**src/rtl/multicycle_alu_pkg.sv**
```systemverilog
// Shared ALU op-code encoding (also used by the ALU control unit) and execute-stage FSM states.
package multicycle_alu_pkg;

    localparam logic [3:0] OP_AND      = 4'b0000;
    localparam logic [3:0] OP_OR       = 4'b0001;
    localparam logic [3:0] OP_NOR      = 4'b0010;
    localparam logic [3:0] OP_ADD      = 4'b0011;
    localparam logic [3:0] OP_SUB      = 4'b0100;
    localparam logic [3:0] OP_INC      = 4'b0101;
    localparam logic [3:0] OP_MULTPLUS = 4'b0110;
    localparam logic [3:0] OP_ILLEGAL  = 4'b1001;

    typedef enum logic [1:0] {
        ST_IDLE = 2'd0,
        ST_MUL  = 2'd1,
        ST_ACC  = 2'd2
    } state_t;

endpackage

```
**src/rtl/multicycle_alu_mult_shift_add.sv**
```systemverilog
// Unsigned shift-add multiplier, one partial-product step per cycle; NBits steps after load.
// No backpressure: the caller owns sequencing; last flags the final step.
module mult_shift_add #(
    parameter int NBits = 32
) (
    input  logic             clk,
    input  logic             reset,
    input  logic             load,
    input  logic             step,
    input  logic [NBits-1:0] a,
    input  logic [NBits-1:0] b,
    output logic [NBits-1:0] product,
    output logic             last
);

    localparam int CW = $clog2(NBits);
    localparam logic [CW-1:0] LAST_CNT = CW'(NBits - 1);

    logic [NBits-1:0] mcand_q, mcand_d;
    logic [NBits-1:0] mplier_q, mplier_d;
    logic [NBits-1:0] prod_q, prod_d;
    logic [CW-1:0]    cnt_q, cnt_d;

    always_comb begin
        mcand_d  = mcand_q;
        mplier_d = mplier_q;
        prod_d   = prod_q;
        cnt_d    = cnt_q;
        if (load) begin
            mcand_d  = a;
            mplier_d = b;
            prod_d   = '0;
            cnt_d    = '0;
        end else if (step) begin
            // Bits shifted out of the multiplicand are dropped: only the low NBits matter.
            if (mplier_q[0]) prod_d = prod_q + mcand_q;
            mcand_d  = mcand_q << 1;
            mplier_d = mplier_q >> 1;
            cnt_d    = cnt_q + CW'(1);
        end
    end

    always_ff @(posedge clk) begin
        if (!reset) begin
            mcand_q  <= '0;
            mplier_q <= '0;
            prod_q   <= '0;
            cnt_q    <= '0;
        end else begin
            mcand_q  <= mcand_d;
            mplier_q <= mplier_d;
            prod_q   <= prod_d;
            cnt_q    <= cnt_d;
        end
    end

    assign product = prod_q;
    assign last    = step && (cnt_q == LAST_CNT);

endmodule

```
**src/rtl/multicycle_alu.sv**
```systemverilog
// Execute-stage ALU: logic/arith ops in 1 cycle, MULTPLUS (A*B+A) in NBits+2 cycles.
// Start is only honoured in IDLE; Start while Busy is dropped, never queued.
module multicycle_alu
    import multicycle_alu_pkg::*;
#(
    parameter int NBits = 32
) (
    input  logic             clk,
    input  logic             reset,
    input  logic             Start,
    input  logic [3:0]       ALUOperation,
    input  logic [NBits-1:0] A,
    input  logic [NBits-1:0] B,
    output logic             Busy,
    output logic             Done,
    output logic [NBits-1:0] ALUResult,
    output logic             Zero,
    output logic             IllegalOp
);

    state_t           state_q, state_d;
    logic [NBits-1:0] a_q, a_d;
    logic [NBits-1:0] result_q, result_d;
    logic             zero_q, zero_d;
    logic             busy_q, busy_d;
    logic             done_q, done_d;
    logic             illegal_q, illegal_d;

    logic             mul_load;
    logic             mul_step;
    logic             mul_last;
    logic [NBits-1:0] mul_product;

    assign mul_load = Start && (state_q == ST_IDLE) && (ALUOperation == OP_MULTPLUS);
    assign mul_step = (state_q == ST_MUL);

    mult_shift_add #(.NBits(NBits)) u_mult (
        .clk     (clk),
        .reset   (reset),
        .load    (mul_load),
        .step    (mul_step),
        .a       (A),
        .b       (B),
        .product (mul_product),
        .last    (mul_last)
    );

    always_comb begin
        state_d   = state_q;
        a_d       = a_q;
        result_d  = result_q;
        busy_d    = busy_q;
        done_d    = 1'b0;
        illegal_d = illegal_q;
        case (state_q)
            ST_IDLE: begin
                if (Start) begin
                    illegal_d = 1'b0;
                    if (ALUOperation == OP_MULTPLUS) begin
                        a_d     = A;
                        busy_d  = 1'b1;
                        state_d = ST_MUL;
                    end else begin
                        done_d = 1'b1;
                        case (ALUOperation)
                            OP_AND:  result_d = A & B;
                            OP_OR:   result_d = A | B;
                            OP_NOR:  result_d = ~(A | B);
                            OP_ADD:  result_d = A + B;
                            OP_SUB:  result_d = A - B;
                            OP_INC:  result_d = A + {{(NBits-1){1'b0}}, 1'b1};
                            default: begin
                                result_d  = '0;
                                illegal_d = 1'b1;
                            end
                        endcase
                    end
                end
            end
            ST_MUL: begin
                if (mul_last) state_d = ST_ACC;
            end
            ST_ACC: begin
                // Multiplier holds the full product here; the accumulate uses the operand latched at issue.
                result_d = mul_product + a_q;
                done_d   = 1'b1;
                busy_d   = 1'b0;
                state_d  = ST_IDLE;
            end
            default: begin
                state_d = ST_IDLE;
                busy_d  = 1'b0;
            end
        endcase
        zero_d = (result_d == '0);
    end

    always_ff @(posedge clk) begin
        if (!reset) begin
            state_q   <= ST_IDLE;
            a_q       <= '0;
            result_q  <= '0;
            zero_q    <= 1'b1;
            busy_q    <= 1'b0;
            done_q    <= 1'b0;
            illegal_q <= 1'b0;
        end else begin
            state_q   <= state_d;
            a_q       <= a_d;
            result_q  <= result_d;
            zero_q    <= zero_d;
            busy_q    <= busy_d;
            done_q    <= done_d;
            illegal_q <= illegal_d;
        end
    end

    assign Busy      = busy_q;
    assign Done      = done_q;
    assign ALUResult = result_q;
    assign Zero      = zero_q;
    assign IllegalOp = illegal_q;

endmodule
```
**config.mk**
```make
export PLATFORM = sky130hd
export DESIGN_NAME = multicycle_alu
export DESIGN_NICKNAME = d
export VERILOG_FILES = /design/src/rtl/multicycle_alu_pkg.sv /design/src/rtl/multicycle_alu_mult_shift_add.sv /design/src/rtl/multicycle_alu.sv
export SDC_FILE = /design/constraint.sdc
export NUM_CORES = 1
export LEC_CHECK = 0
export ABC_AREA = 1
export ABC_CLOCK_PERIOD_IN_PS = 10400
export BUFFER_PORTS_ARGS = -buffer_cell sky130_fd_sc_hd__buf_2
export CORE_UTILIZATION = 40
export CTS_BUF_LIST = sky130_fd_sc_hd__clkbuf_2
export DETAILED_ROUTE_END_ITERATION = 10
export GPL_TIMING_DRIVEN = 0
export PLACE_DENSITY = 0.67
export SLEW_MARGIN = 20
export SYNTH_ARGS = -nofsm -noshare
export SYNTH_HDL_FRONTEND = slang
export SYNTH_SLANG_ARGS = --single-unit
```
**constraint.sdc**
```tcl
create_clock -name clk -period 10.4 [get_ports clk]
set_input_delay 0.52 -clock clk [delete_from_list [all_inputs] [get_ports clk]]
set_output_delay 0.52 -clock clk [all_outputs]
set_load 0.02 [all_outputs]
```
## Word-level counts from Yosys, hierarchy flattened

Cells that the tools add are included.
Widths: inputs -> output; s select.

| word-level totals | value |
|---|---|
| flip-flop bits (word level) | 171 |
| input port bits | 71 |

| operators by class | value |
|---|---|
| add/subtract/negate cells | 6 |
| equal/unequal tests | 12 |
| multiplexer cells | 20 |
| bitwise gates (word level) | 5 |
| reduce and logical (&&, ||, !) cells | 14 |

Operator list:

| kind | count |
|---|---|
| $mux 32 | 6 |
| $pmux 32 s6 | 1 |
| $add 32x32->32 | 3 |
| $pmux 32 s2 | 1 |
| $add 32x1->32 const B | 1 |
| $and 32x32->32 | 1 |
| $logic_not 32->1 | 1 |
| $not 32->32 | 1 |
| $or 32x32->32 | 1 |
| $sub 32x32->32 | 1 |
| $eq 4x3->1 const B | 3 |
| $reduce_and 3->1 | 3 |
| $eq 4x2->1 const B | 2 |
| $mux 1 | 6 |
| $mux 2 | 3 |
| $reduce_or 6->1 | 1 |
| $add 5x1->5 const B | 1 |
| $eq 5x5->1 const B | 1 |
| $eq 4x1->1 const B | 1 |
| $logic_not 4->1 | 1 |
| $ne 2x2->1 const B | 2 |
| $pmux 1 s2 | 2 |
| $pmux 2 s2 | 1 |
| $reduce_and 2->1 | 2 |
| other kinds (8) | 11 |

## Logic depth before layout (Yosys ltp)

| logic depth | value |
|---|---|
| word-level depth | 7 |
| gate-level depth with buffers | 35 |

## Hierarchy

From an unflattened synthesis, not the netlist that was laid out.

| unflattened totals | value |
|---|---|
| cells, all modules | 2788 |
| area total of the unflattened synthesis | 15857.7 sq um |

Modules (own cells, without submodules):

| module | instances | cells each | area each (sq um) | sequential area each (sq um) |
|---|---|---|---|---|
| multicycle_alu | 1 | 1706 | 9271.4 | 1401.3 |
| mult_shift_add | 1 | 1082 | 6586.3 | 2021.9 |

## Worst setup path after synthesis

OpenSTA, ideal clock, no wires.

| path | value |
|---|---|
| kind | input -> register |
| from | input port B[0] |
| to | register zero_q, in the netlist Zero |
| arrival time | 3.670 ns |
| data required time | 10.339 ns |
| setup slack | 6.668 ns |
| stages on the path | 29 |
| buffers on the path | 0 |
| cell sequence | inv_1 -> ha_1 -> inv_1 -> nor3_1 -> nand3_1 -> nor3_1 -> nand2_1 -> inv_1 -> nand4_2 -> o41ai_4 -> o21ai_0 -> mux2i_1 -> ha_1 -> a21o_1 -> a21oi_1 -> o21ai_0 -> nor2_1 -> nand3_1 -> nand3_1 -> nand2_1 -> nand2_1 -> nand2_1 -> nand2_1 -> nand2_1 -> nor2_1 -> nand2_1 -> nor2_1 -> nand3_1 -> nand2_1 |

| between the ends | value |
|---|---|
| longest elaborated chain between the ends | 7 |

Ends and longest elaborated chain:

| what | RTL line | text |
|---|---|---|
| start: declaration | multicycle_alu.sv:13 | `input logic [NBits-1:0] B,` |
| branches (longest 2 deep; another with $sub 32x32->32) | n/a |  |
| $pmux 32 s6 (*) | multicycle_alu.sv:65 | `case (ALUOperation)` |
| $mux 32 (*) | multicycle_alu.sv:59 | `if (ALUOperation == OP_MULTPLUS) begin` |
| $mux 32 (*) | multicycle_alu.sv:57 | `if (Start) begin` |
| $pmux 32 s2 (*) | multicycle_alu.sv:55 | `case (state_q)` |
| $logic_not 32->1 (*) | multicycle_alu.sv:95 | `zero_d = (result_d == '0);` |
| end signal: assignment | multicycle_alu.sv:111 | `zero_q <= zero_d;` |
| end: declaration | multicycle_alu.sv:24 | `logic zero_q, zero_d;` |

Mark *: on every way between the ends.
A chain may end at the register's enable or synchronous reset.

## Worst setup path in the final report

| path | value |
|---|---|
| from | input port B[1] |
| to | register zero_q, in the netlist Zero |

The elaborated chain is that of the path after synthesis.

==> flow_summary_export.csv <==
group,metric,value,unit
critical_path,cp.buffers_inverters,5,
synthesis,synth_area,0.0146,mm^2
global_route,grt_overflow,0,
critical_path,cp_slowest_cell,"dlygate4sd3_1",
clock_network,cts_buffer_depth,2,
synthesis,synth_commonest_cells,"nand2_1, inv_1, nor2_1, a21oi_1, o21ai_0",
pwr,p_switching,505,uW
status,status,"finished, final reports clean",
critical_path,cp-start-kind,"input pin",
synthesis,synth_fp_nets,2606,
pwr,p_per_area,87.4,mW/mm^2
finish,final_cell_count_no_fill,3044,
critical_path,cpLargestDelayFamily,"simple AND/OR/NAND/NOR gates",
critical_path,path_max_fanout,5,
placement,dpl_cell_area,0.0156,mm^2
timing,setup_tns,0,ns
pwr,p_comb_share,25.4,%
synthesis,netlist-cell-type-count,61,
pwr,total_power,1410,uW
critical_path,cp.required,11.21,ns
synthesis,synth_top_area_share,23.4,%
finish,area_growth,10.8,%
critical_path,cp.depth,33,
timing,hold_viol_final,0,
pwr,p_int,910,uW
timing,rsz0062_at_grt,"no",
timing,final-setup-viol-count,0,
timing,max_slew_margin,42.1,%
synthesis,synthCells,2430,
timing,period_share,48.3,%
timing,drv_slew,0,
critical_path,critPathMaxStageDelay,0.53,ns
die,die_area,0.0373,mm^2
synthesis,ys_ff_latch,171,
placement,portBuffers,89,
job,maxCapViolCount,0,
global_route,grt_pass1_vias,15400,
worst_hold_path,hold_path.class,"in2reg",
global_route,antenna_found_initial,2,
detailed_routing,dr.pass1.iters,6,
critical_path,cp.arrival,5.83,ns
pwr,pwr-share-seq,47.7,%
worst_hold_path,hold_depth,3,
clock_network,cts_tree,"yes",
synthesis,yosys.cell_count.top_type,"nand2_1",
die,io-pin-count,107,
synthesis,synth.largest_area_cell,"dfxtp_1",
clock_network,clock-root-buffer,"clkbuf_2",
critical_path,cp-end-kind,"flop",
synthesis,synth_edf_count,0,
placement,dpl.cell_count,2980,
synthesis,yosys_warnings,0,
synthesis,ys.flop_type,"dfxtp_1",
clock_network,cts.sinks,171,
finish,final_area,0.0162,mm^2
die,rows,69,
placement,hpwlAfterDp,47.7,mm
finish,fillers,3901,
pwr,pwr-share-clk,26.9,%
die,die_w,193,um
die,die_h,193,um
synthesis,avgSynthCellArea,6.01,um^2
pwr,swShare,35.7,%
global_route,grt_max_degree,17,
critical_path,path_class,"in2reg",
detailed_routing,vias,16700,
global_route,grt_pass1_wl,86.5,mm
die,start_util,40.9,%
detailed_routing,ant_nets,0,
pwr,ir_worst_vdd,0.0618,mV
synthesis,yosysSeqAreaShare,23.4,%
detailed_routing,drc,0,
clock_network,htreeDepth,4,
pwr,p_leak,0.00760,uW
finish,drive_gt1_share,6.74,%
timing,fmax,199,MHz
finish,fin_util,45.3,%
placement,finalWeightedCongestion,0.986,
detailed_routing,wl_per_cell,18.9,um
timing,skew,0.0547,ns
detailed_routing,drt_iter0_markers,1577,
global_route,grtUsageTotal,30.9,%
synthesis,ys_top_cells_by_area,"dfxtp_1, nand2_1, ha_1, inv_1, a21oi_1",
finish,nNetsFinal,2745,
timing,min_period,5.02,ns
synthesis,async_reset_ff_share,0,%
critical_path,ff2ff_path_depth,20,
clock_network,worstSkewPairLatency,0.87,ns
die,coreArea,0.0357,mm^2
detailed_routing,wl,57.5,mm
detailed_routing,vias_per_cell,5.49,
clock_network,cts.clk_slew.worst_paths,0.25,ns
critical_path,cpMostUsedCell,"nand2_1",
clock_network,numCtsBuffers,17,
timing,tightest_slew,0.868,ns
per-layer routing:
layer / GRT usage, % / wire length (um) / up-vias
li1: - / - / 8278
met1: 38.9 / 24600 / 7652
met2: 51.5 / 26400 / 637
met3: 3.75 / 3250 / 147
met4: 16.4 / 3210 / 0
met5: 0 / 0 / -
timing repair:
action,CTS,global route
hold buffers,30,1
buffers inserted,0,0
resized for setup,0,0
hold endpoints to repair,31,1
layout make-up:
cell class              count  area (um^2)  area share, %
multi-input cells        1878         9720           60.1
flip-flops and latches    171         3420           21.2
inverters                 298         1120           6.91
repair buffers            120          756           4.67
well taps                 461          577           3.57
plain buffers              83          338           2.09
clock inverters            13          150          0.928
clock buffers              18         90.1          0.557
diodes                      2         5.00         0.0309
state kept, by name (all words and copies together) (netlist names):
register / flops
ALUResult: 32
u_mult.mplier_q: 32
Zero: 1
u_mult.cnt_q: 5
u_mult.mcand_q: 32
a_q: 32
state_q: 2
IllegalOp: 1
Done: 1
u_mult.product: 32
Busy: 1
stage by stage:
stage               hold slack, ns  setup WS, ns
global route                0.0213          4.99
finish                      0.0642          5.38
global placement             0.449          4.94
floorplan                    0.425          6.67
detailed placement           0.453          4.91
CTS                        0.00268          5.62
path summary, 6_finish.rpt:
kind | end | from | slack (ns)
setup / recovery | Zero | B[1] | 5.38
hold / removal | u_mult.mplier_q[22] | B[22] | 0.06
setup reg to reg | Zero | a_q[0] | 7.03
hold reg to reg | u_mult.mcand_q[27] | u_mult.mcand_q[26] | 0.45
placed cells by master (no fill, tap or decap), drive strengths merged, types with 8 or more instances in the layout:
master,count
nand2,720
nand3b,14
a31oi,35
o211ai,10
clkbuf,76
o21ai,185
nand4,13
a21oi,188
ha,102
o21bai,37
clkinv,11
inv,295
o2bb2ai,28
dfxtp,171
buf,114
or2,18
xor2,17
dlygate4sd3,31
nand3,174
nor3,24
nor2,242
xnor2,8
worst register-to-register path, stage by stage, from the launching register on:
cell and delay [ns]:
dfxtp_1 0.52, ha_1 0.24, fa_1 0.19, nand2_1 0.09, nand3_1 0.07, o21ai_0 0.22, o21ai_2 0.35, nand2_1 0.14
nand2_2 0.12, nand2_1 0.07, nand2_1 0.10, nand2_1 0.12, nand2_1 0.08, nand2_1 0.05, nand3_1 0.09, nand3_1 0.11
nor2_1 0.12, nand2_1 0.07, nor2_1 0.36, nand3_1 0.12, nand2_1 0.09
kinds of logic (layout without fill, tap and decap cells):
family                   after synthesis  in the layout  share of synthesized area (%)
AO/OA/AOI/OAI                        530            530                           21.3
XOR/XNOR                              25             25                           1.50
adder cells (fa/ha/maj)              105            105                           9.15
buffers and inverters                381            532                           9.97
flip-flops                           171            171                           23.4
multiplexers                           2              2                          0.137
other                                  0              2                              0
AND/OR/NAND/NOR                     1216           1216                           34.5
power groups by stage:
stage          registers (uW)  logic (uW)  clock network, uW
2_1_floorplan             691         215                  0
3_3_place_gp              686         338                  0
3_5_place_dp              687         340                  0
4_1_cts                   675         351                385
5_1_grt                   676         394                414
6_report                  675         359                381
No activity file was read; power rests on OpenSTA's default activity.
